File: config.mk
export PLATFORM = sky130hd
export DESIGN_NAME = symm_fold_sched
export DESIGN_NICKNAME = d
export VERILOG_FILES = /design/src/rtl/symm_fold_sched.sv
export SDC_FILE = /design/constraint.sdc
export NUM_CORES = 1
export LEC_CHECK = 0
export CAP_MARGIN = 30
export CORE_MARGIN = 2
export CORE_UTILIZATION = 35
export DETAILED_ROUTE_END_ITERATION = 7
export GPL_TIMING_DRIVEN = 1
export SLEW_MARGIN = 15
export SYNTH_ARGS = -nofsm -noshare
export SYNTH_HDL_FRONTEND = slang
export SYNTH_SLANG_ARGS = --single-unit
File: constraint.sdc
create_clock -name clk -period 5.79 [get_ports clk]
set_input_delay 1.737 -clock clk [delete_from_list [all_inputs] [get_ports clk]]
set_output_delay 1.737 -clock clk [all_outputs]
set_load 0.1 [all_outputs]
File: src/rtl/symm_fold_sched.sv
// ----------------------------------------------------------------------------
// symm_fold_sched
//
// Purpose:
//   Sits between a signed operand stream and a shared half-range function
//   unit (FU). Each operand is folded onto the non-negative axis before it is
//   issued, and its sign is remembered in an in-order tag FIFO. When the FU
//   returns a result, the matching tag is popped and the result is unfolded
//   using the function's symmetry:
//     SYM_TYPE = 0 (even, f(-x) =  f(x)) : result passes through unchanged
//     SYM_TYPE = 1 (odd,  f(-x) = -f(x)) : result is negated when tag is set
//
// Parameters:
//   M        integer bits including sign (W = M + N)
//   N        fractional bits
//   SYM_TYPE 0 = even function, 1 = odd function
//   DEPTH    maximum operands in flight (power of two, >= 2)
//
// Optional feature macro:
//   SYMM_SAT_EN  When defined, folding the most-negative value -2^(W-1)
//                saturates to 2^(W-1)-1 and pulses 'sat' in the cycle the
//                operand first appears on the FU side; unfold negation of
//                -2^(W-1) also saturates to 2^(W-1)-1. When undefined both
//                operations wrap in two's complement and 'sat' is tied low.
//
// Ports:
//   clk           clock, all state on rising edge
//   rst_n         asynchronous active-low reset
//   in_valid      operand valid
//   in_ready      operand accepted when in_valid && in_ready
//   in_data       signed operand (W bits)
//   fu_valid      folded operand valid toward FU
//   fu_ready      FU accepts when fu_valid && fu_ready
//   fu_data       folded (non-negative) operand
//   fu_rsp_valid  FU result valid, in issue order, no backpressure
//   fu_rsp_data   signed FU result
//   out_valid     unfolded result valid, one-cycle pulse per result
//   out_data      unfolded result
//   inflight      operands accepted whose result has not returned yet
//   sat           one-cycle pulse: operand saturated at fold
//   err           sticky: response received while nothing was in flight
// ----------------------------------------------------------------------------
module symm_fold_sched #(
  parameter int M        = 4,
  parameter int N        = 8,
  parameter int SYM_TYPE = 1,
  parameter int DEPTH    = 4,
  localparam int W       = M + N,
  localparam int PW      = $clog2(DEPTH),
  localparam int CW      = PW + 1
) (
  input  logic          clk,
  input  logic          rst_n,
  input  logic          in_valid,
  output logic          in_ready,
  input  logic [W-1:0]  in_data,
  output logic          fu_valid,
  input  logic          fu_ready,
  output logic [W-1:0]  fu_data,
  input  logic          fu_rsp_valid,
  input  logic [W-1:0]  fu_rsp_data,
  output logic          out_valid,
  output logic [W-1:0]  out_data,
  output logic [CW-1:0] inflight,
  output logic          sat,
  output logic          err
);

  localparam logic [CW-1:0] DEPTH_C = CW'(DEPTH);

`ifdef SYMM_SAT_EN
  localparam logic [W-1:0] MIN_VAL = {1'b1, {(W-1){1'b0}}};
  localparam logic [W-1:0] MAX_VAL = {1'b0, {(W-1){1'b1}}};
`endif

  logic             run_q;
  logic [PW-1:0]    wr_ptr;
  logic [PW-1:0]    rd_ptr;
  logic [DEPTH-1:0] tag_mem;

  logic             accept;
  logic             rsp_ok;
  logic             rsp_bad;
  logic             in_neg;
  logic [W-1:0]     in_neg_val;
  logic [W-1:0]     fold_val;
  logic             rsp_neg;
  logic [W-1:0]     rsp_neg_val;
  logic [W-1:0]     unfold_val;

  // run_q holds in_ready low while reset is asserted and until the first
  // clock edge after release, independent of the other registered state.
  assign in_ready = run_q && (!fu_valid || fu_ready) && (inflight < DEPTH_C);
  assign accept   = in_valid && in_ready;

  // A response with nothing in flight has no tag to pair with; it is
  // dropped and only flags the sticky error.
  assign rsp_ok  = fu_rsp_valid && (inflight != '0);
  assign rsp_bad = fu_rsp_valid && (inflight == '0);

  // Fold: absolute value of the incoming operand.
  assign in_neg     = in_data[W-1];
  assign in_neg_val = -in_data;

  // Unfold: only odd functions flip the sign back, and only for operands
  // that were negative when accepted.
  assign rsp_neg     = (SYM_TYPE == 1) && tag_mem[rd_ptr];
  assign rsp_neg_val = -fu_rsp_data;

`ifdef SYMM_SAT_EN
  logic in_min;
  logic rsp_min;

  // The most-negative value has no positive counterpart in W bits, so both
  // directions clamp it to the largest positive value.
  assign in_min     = (in_data == MIN_VAL);
  assign rsp_min    = (fu_rsp_data == MIN_VAL);
  assign fold_val   = in_min ? MAX_VAL : (in_neg ? in_neg_val : in_data);
  assign unfold_val = !rsp_neg ? fu_rsp_data : (rsp_min ? MAX_VAL : rsp_neg_val);
`else
  // Plain two's complement wrap: -2^(W-1) maps onto itself.
  assign fold_val   = in_neg ? in_neg_val : in_data;
  assign unfold_val = rsp_neg ? rsp_neg_val : fu_rsp_data;
`endif

  // Ready qualifier: low in reset, high from the first edge after release.
  always_ff @(posedge clk or negedge rst_n) begin
    if (!rst_n) begin
      run_q <= 1'b0;
    end else begin
      run_q <= 1'b1;
    end
  end

  // Issue register: loaded with the folded operand on accept and held
  // stable until the FU takes it. A new accept can only happen when the
  // register is empty or draining this cycle, so load wins over clear.
  always_ff @(posedge clk or negedge rst_n) begin
    if (!rst_n) begin
      fu_valid <= 1'b0;
      fu_data  <= '0;
      sat      <= 1'b0;
    end else begin
      if (accept) begin
        fu_valid <= 1'b1;
        fu_data  <= fold_val;
      end else if (fu_ready) begin
        fu_valid <= 1'b0;
      end
`ifdef SYMM_SAT_EN
      // Registered alongside fu_data so the pulse lines up with the first
      // cycle the clamped operand is presented to the FU.
      sat <= accept && in_min;
`else
      sat <= 1'b0;
`endif
    end
  end

  // Tag FIFO: one sign bit per accepted operand, popped in issue order by
  // each valid response. Pointers wrap naturally because DEPTH is a power
  // of two. Writes never hit the slot being read because an accept is only
  // possible while at least one slot is free.
  always_ff @(posedge clk or negedge rst_n) begin
    if (!rst_n) begin
      wr_ptr  <= '0;
      rd_ptr  <= '0;
      tag_mem <= '0;
    end else begin
      if (accept) begin
        tag_mem[wr_ptr] <= in_neg;
        wr_ptr          <= wr_ptr + PW'(1);
      end
      if (rsp_ok) begin
        rd_ptr <= rd_ptr + PW'(1);
      end
    end
  end

  // Credit counter: accepts add one, paired responses remove one. A
  // response freeing a credit only raises in_ready from the next cycle.
  always_ff @(posedge clk or negedge rst_n) begin
    if (!rst_n) begin
      inflight <= '0;
    end else begin
      case ({accept, rsp_ok})
        2'b10:   inflight <= inflight + CW'(1);
        2'b01:   inflight <= inflight - CW'(1);
        default: inflight <= inflight;
      endcase
    end
  end

  // Sticky error for orphan responses; only reset clears it.
  always_ff @(posedge clk or negedge rst_n) begin
    if (!rst_n) begin
      err <= 1'b0;
    end else if (rsp_bad) begin
      err <= 1'b1;
    end
  end

  // Result register: out_valid pulses for exactly one cycle per paired
  // response; out_data keeps the last result between pulses.
  always_ff @(posedge clk or negedge rst_n) begin
    if (!rst_n) begin
      out_valid <= 1'b0;
      out_data  <= '0;
    end else begin
      out_valid <= rsp_ok;
      if (rsp_ok) begin
        out_data <= unfold_val;
      end
    end
  end

endmodule

==> flow_summary.ini <==
[status]
status = completed

[timing]
fin_skew_ns = 0.00722
post-route-min-period_ns = 4.50
slew_violations = 0
finalSetupTns_ns = 0
max_freq_mhz = 222
finalHoldViolations = 0
slew_headroom_pct = 33.6
tightest_slew_ns = 0.993
rsz0062_at_grt = no
post-route-period-util_pct = 77.7
setup_viol = 0

[global_routing]
grt_max_degree = 40
grt_use_total_pct = 13.1
grt_pass1_vias = 1571
grt-ovfl-total = 0
grt_pass1_wl_um = 6670
antenna_found_initial = 0

[floorplan]
rows = 27
ios = 61
die_w_um = 80.0
die-area_um2 = 6400
start_util_pct = 36.5
fp.dieH_um = 80.0
core_um2 = 5540

[layout]
diodes = 0
fillers = 521
drive_gt1_share_pct = 7.75
fin_nets = 295
area.growth.synth_to_final_pct = 37.5

[drt]
dr.first_iter.drc_count = 60
ant_nets = 0
routedWlPerCell_um = 12.0
drc_errors = 0
via_per_inst = 4.62
drt_first_pass_iters = 3
vias = 1526
drt_wl_total_um = 3970

[placement]
io_buffers = 59
hpwl_um = 2970
gp_congestion = 0.784

[synthesis]
netlist_area_um2 = 2020
synth.distinct_cells = 35
synth.avg_cell_area_um2 = 10.1
synth_edf_count = 0
synth_warnings = 0
synth_flop_cell = dfrtp_1
synth_cells = 200
syn-num-nets = 237
synth_seq_cells = 39
synth_seq_area_share_pct = 48.3
async_flop_share_pct = 100

[setup_path]
crit_type = in -> out
cp-endpoint = in_ready
crit_path_start_kind = input port
timing.rr.end = inflight[1]$_DFFE_PN0P_
cp.arrival_ns = 2.76
endpoint_kind = output port
r2r_setup_slack_ns = 3.24
startpoint = fu_ready
required_ns = 4.05
r2r-start = inflight[0]$_DFFE_PN0P_
critPathMaxFanout = 3
reg2reg_depth = 7

[clocking]
cts_hold_buffers = 0
cts.path.max_buffers = 2
cts_setup_buffers = 0
htreeDepth = 2
insertion_delay_ns = 0.28
cts.sinks = 39
cts_tree = yes
post_cts_resized = 0
root_buffer = clkbuf_8
cts_made_buffers = 5
clk_pin_slew_ns = 0.08

[min_path]
hold_start = err$_DFFE_PN0P_
holdCritPathClass = reg -> reg

[run]
drv_cap = 0
Yosys cell counts (2+ instances only):
| cell type | instances | area (µm²) |
|---|---|---|
| dfrtp_1 | 39 | 976 |
| nand2_1 | 33 | 124 |
| o21ai_0 | 26 | 130 |
| inv_1 | 13 | 48.8 |
| xor2_1 | 13 | 114 |
| xnor2_1 | 12 | 105 |
| ha_1 | 7 | 87.6 |
| nor2_1 | 6 | 22.5 |
| clkbuf_1 | 5 | 18.8 |
| mux2_2 | 4 | 45.0 |
| o31ai_1 | 4 | 30.0 |
| a21oi_1 | 3 | 15.0 |
| buf_2 | 3 | 15.0 |
| nand2b_1 | 3 | 18.8 |
| o41ai_2 | 3 | 48.8 |
| a31oi_1 | 2 | 12.5 |
| conb_1 | 2 | 7.51 |
| nor3_1 | 2 | 10.0 |
| o21ai_1 | 2 | 10.0 |
| or3_1 | 2 | 12.5 |
| or4_1 | 2 | 15.0 |
cells in the final DEF (no fill, tap or decap):
cell type	synthesis	routed
nand3_1	1	1
fa_1	1	1
nor3_1	2	2
and3b_1	1	1
conb_1	2	2
o21ai_0	26	26
buf_2	3	1
buf_4	1	1
nand2b_1	3	3
nor2b_1	1	1
or3_1	2	2
a21oi_1	3	3
mux4_2	1	1
inv_1	13	13
mux2i_1	1	1
o31ai_1	4	4
o41ai_1	1	1
clkbuf_8	0	5
a41oi_1	1	1
a31oi_1	2	2
xor2_1	13	13
or4_4	1	1
or4_1	2	2
o21a_1	1	1
nor4_4	1	1
clkinvlp_4	0	1
and4b_1	1	1
ha_1	7	7
nor2_1	6	6
clkdlybuf4s50_1	0	57
xnor2_1	12	12
dfrtp_1	39	39
buf_12	0	1
a21o_1	1	1
mux2_2	4	4
o41ai_2	3	3
nand2_1	33	33
o21ai_1	2	2
bufinv_16	0	1
stage by stage:
step	hold slack (ns)	cells	utilization (%)	area (µm²)	setup slack [ns]
2_1_floorplan	0.453	200	-	2020	1.40
3_3_place_gp	0.439	322	47.9	2650	1.31
3_5_place_dp	0.445	322	47.9	2650	1.29
4_1_cts	0.464	329	49.8	2760	1.29
5_1_grt	0.489	330	50.2	2780	1.25
6_report	0.459	330	50.2	2780	1.29
registers in the layout, indices dropped and copies added (netlist names):
signal	count
fu_data	12
out_data	12
tag_mem	4
inflight	3
rd_ptr	2
wr_ptr	2
err	1
fu_valid	1
out_valid	1
run_q	1
logic make-up (layout without fill, tap and decap cells):
kind of cell | after synthesis | count (layout) | synth area share (%)
compound gates | 44 | 44 | 13.8
other cells | 2 | 2 | 0.371
simple gates | 54 | 54 | 13.1
mux | 6 | 6 | 3.84
flops | 39 | 39 | 48.3
fa+ha+maj | 8 | 8 | 5.32
xor+xnor | 25 | 25 | 10.8
buf+inv | 22 | 80 | 4.46
worst max-delay path, cell delays in order:
cell and delay, ns:
clkdlybuf4s50_1 0.44, nand2b_1 0.12, and3b_1 0.17, buf_4 0.29
how the worst min path moves through the flow:
stage / end / slack, ns / cells after the start
after global routing: err$_DFFE_PN0P_ / 0.49 / 1
final: err$_DFFE_PN0P_ / 0.46 / 1
after global placement: err$_DFFE_PN0P_ / 0.44 / 1
after CTS: err$_DFFE_PN0P_ / 0.46 / 1
after floorplan: rd_ptr[1]$_DFFE_PN0P_ / 0.45 / 1
after detailed placement: err$_DFFE_PN0P_ / 0.45 / 1
per-layer routing:
metal	up-vias	global-route usage [%]	share of wire, %
li1	782	-	-
met3	4	3.85	7.6
met4	0	2.54	0.68
met5	-	0	0
met1	690	16.5	48
met2	50	22.2	44
layout make-up:
type,instances,area (µm²),share of cell area [%]
clock inverter,2,37.5,1.35
clock buffer,5,68.8,2.48
sequential,39,976,35.1
tap,72,90.1,3.24
timing repair buffer,60,603,21.7
inverter,13,48.8,1.76
multi-input combinational,139,956,34.4
Power is not shown: default switching activity piles up to over one toggle a cycle in this logic, so the estimate is an artifact.
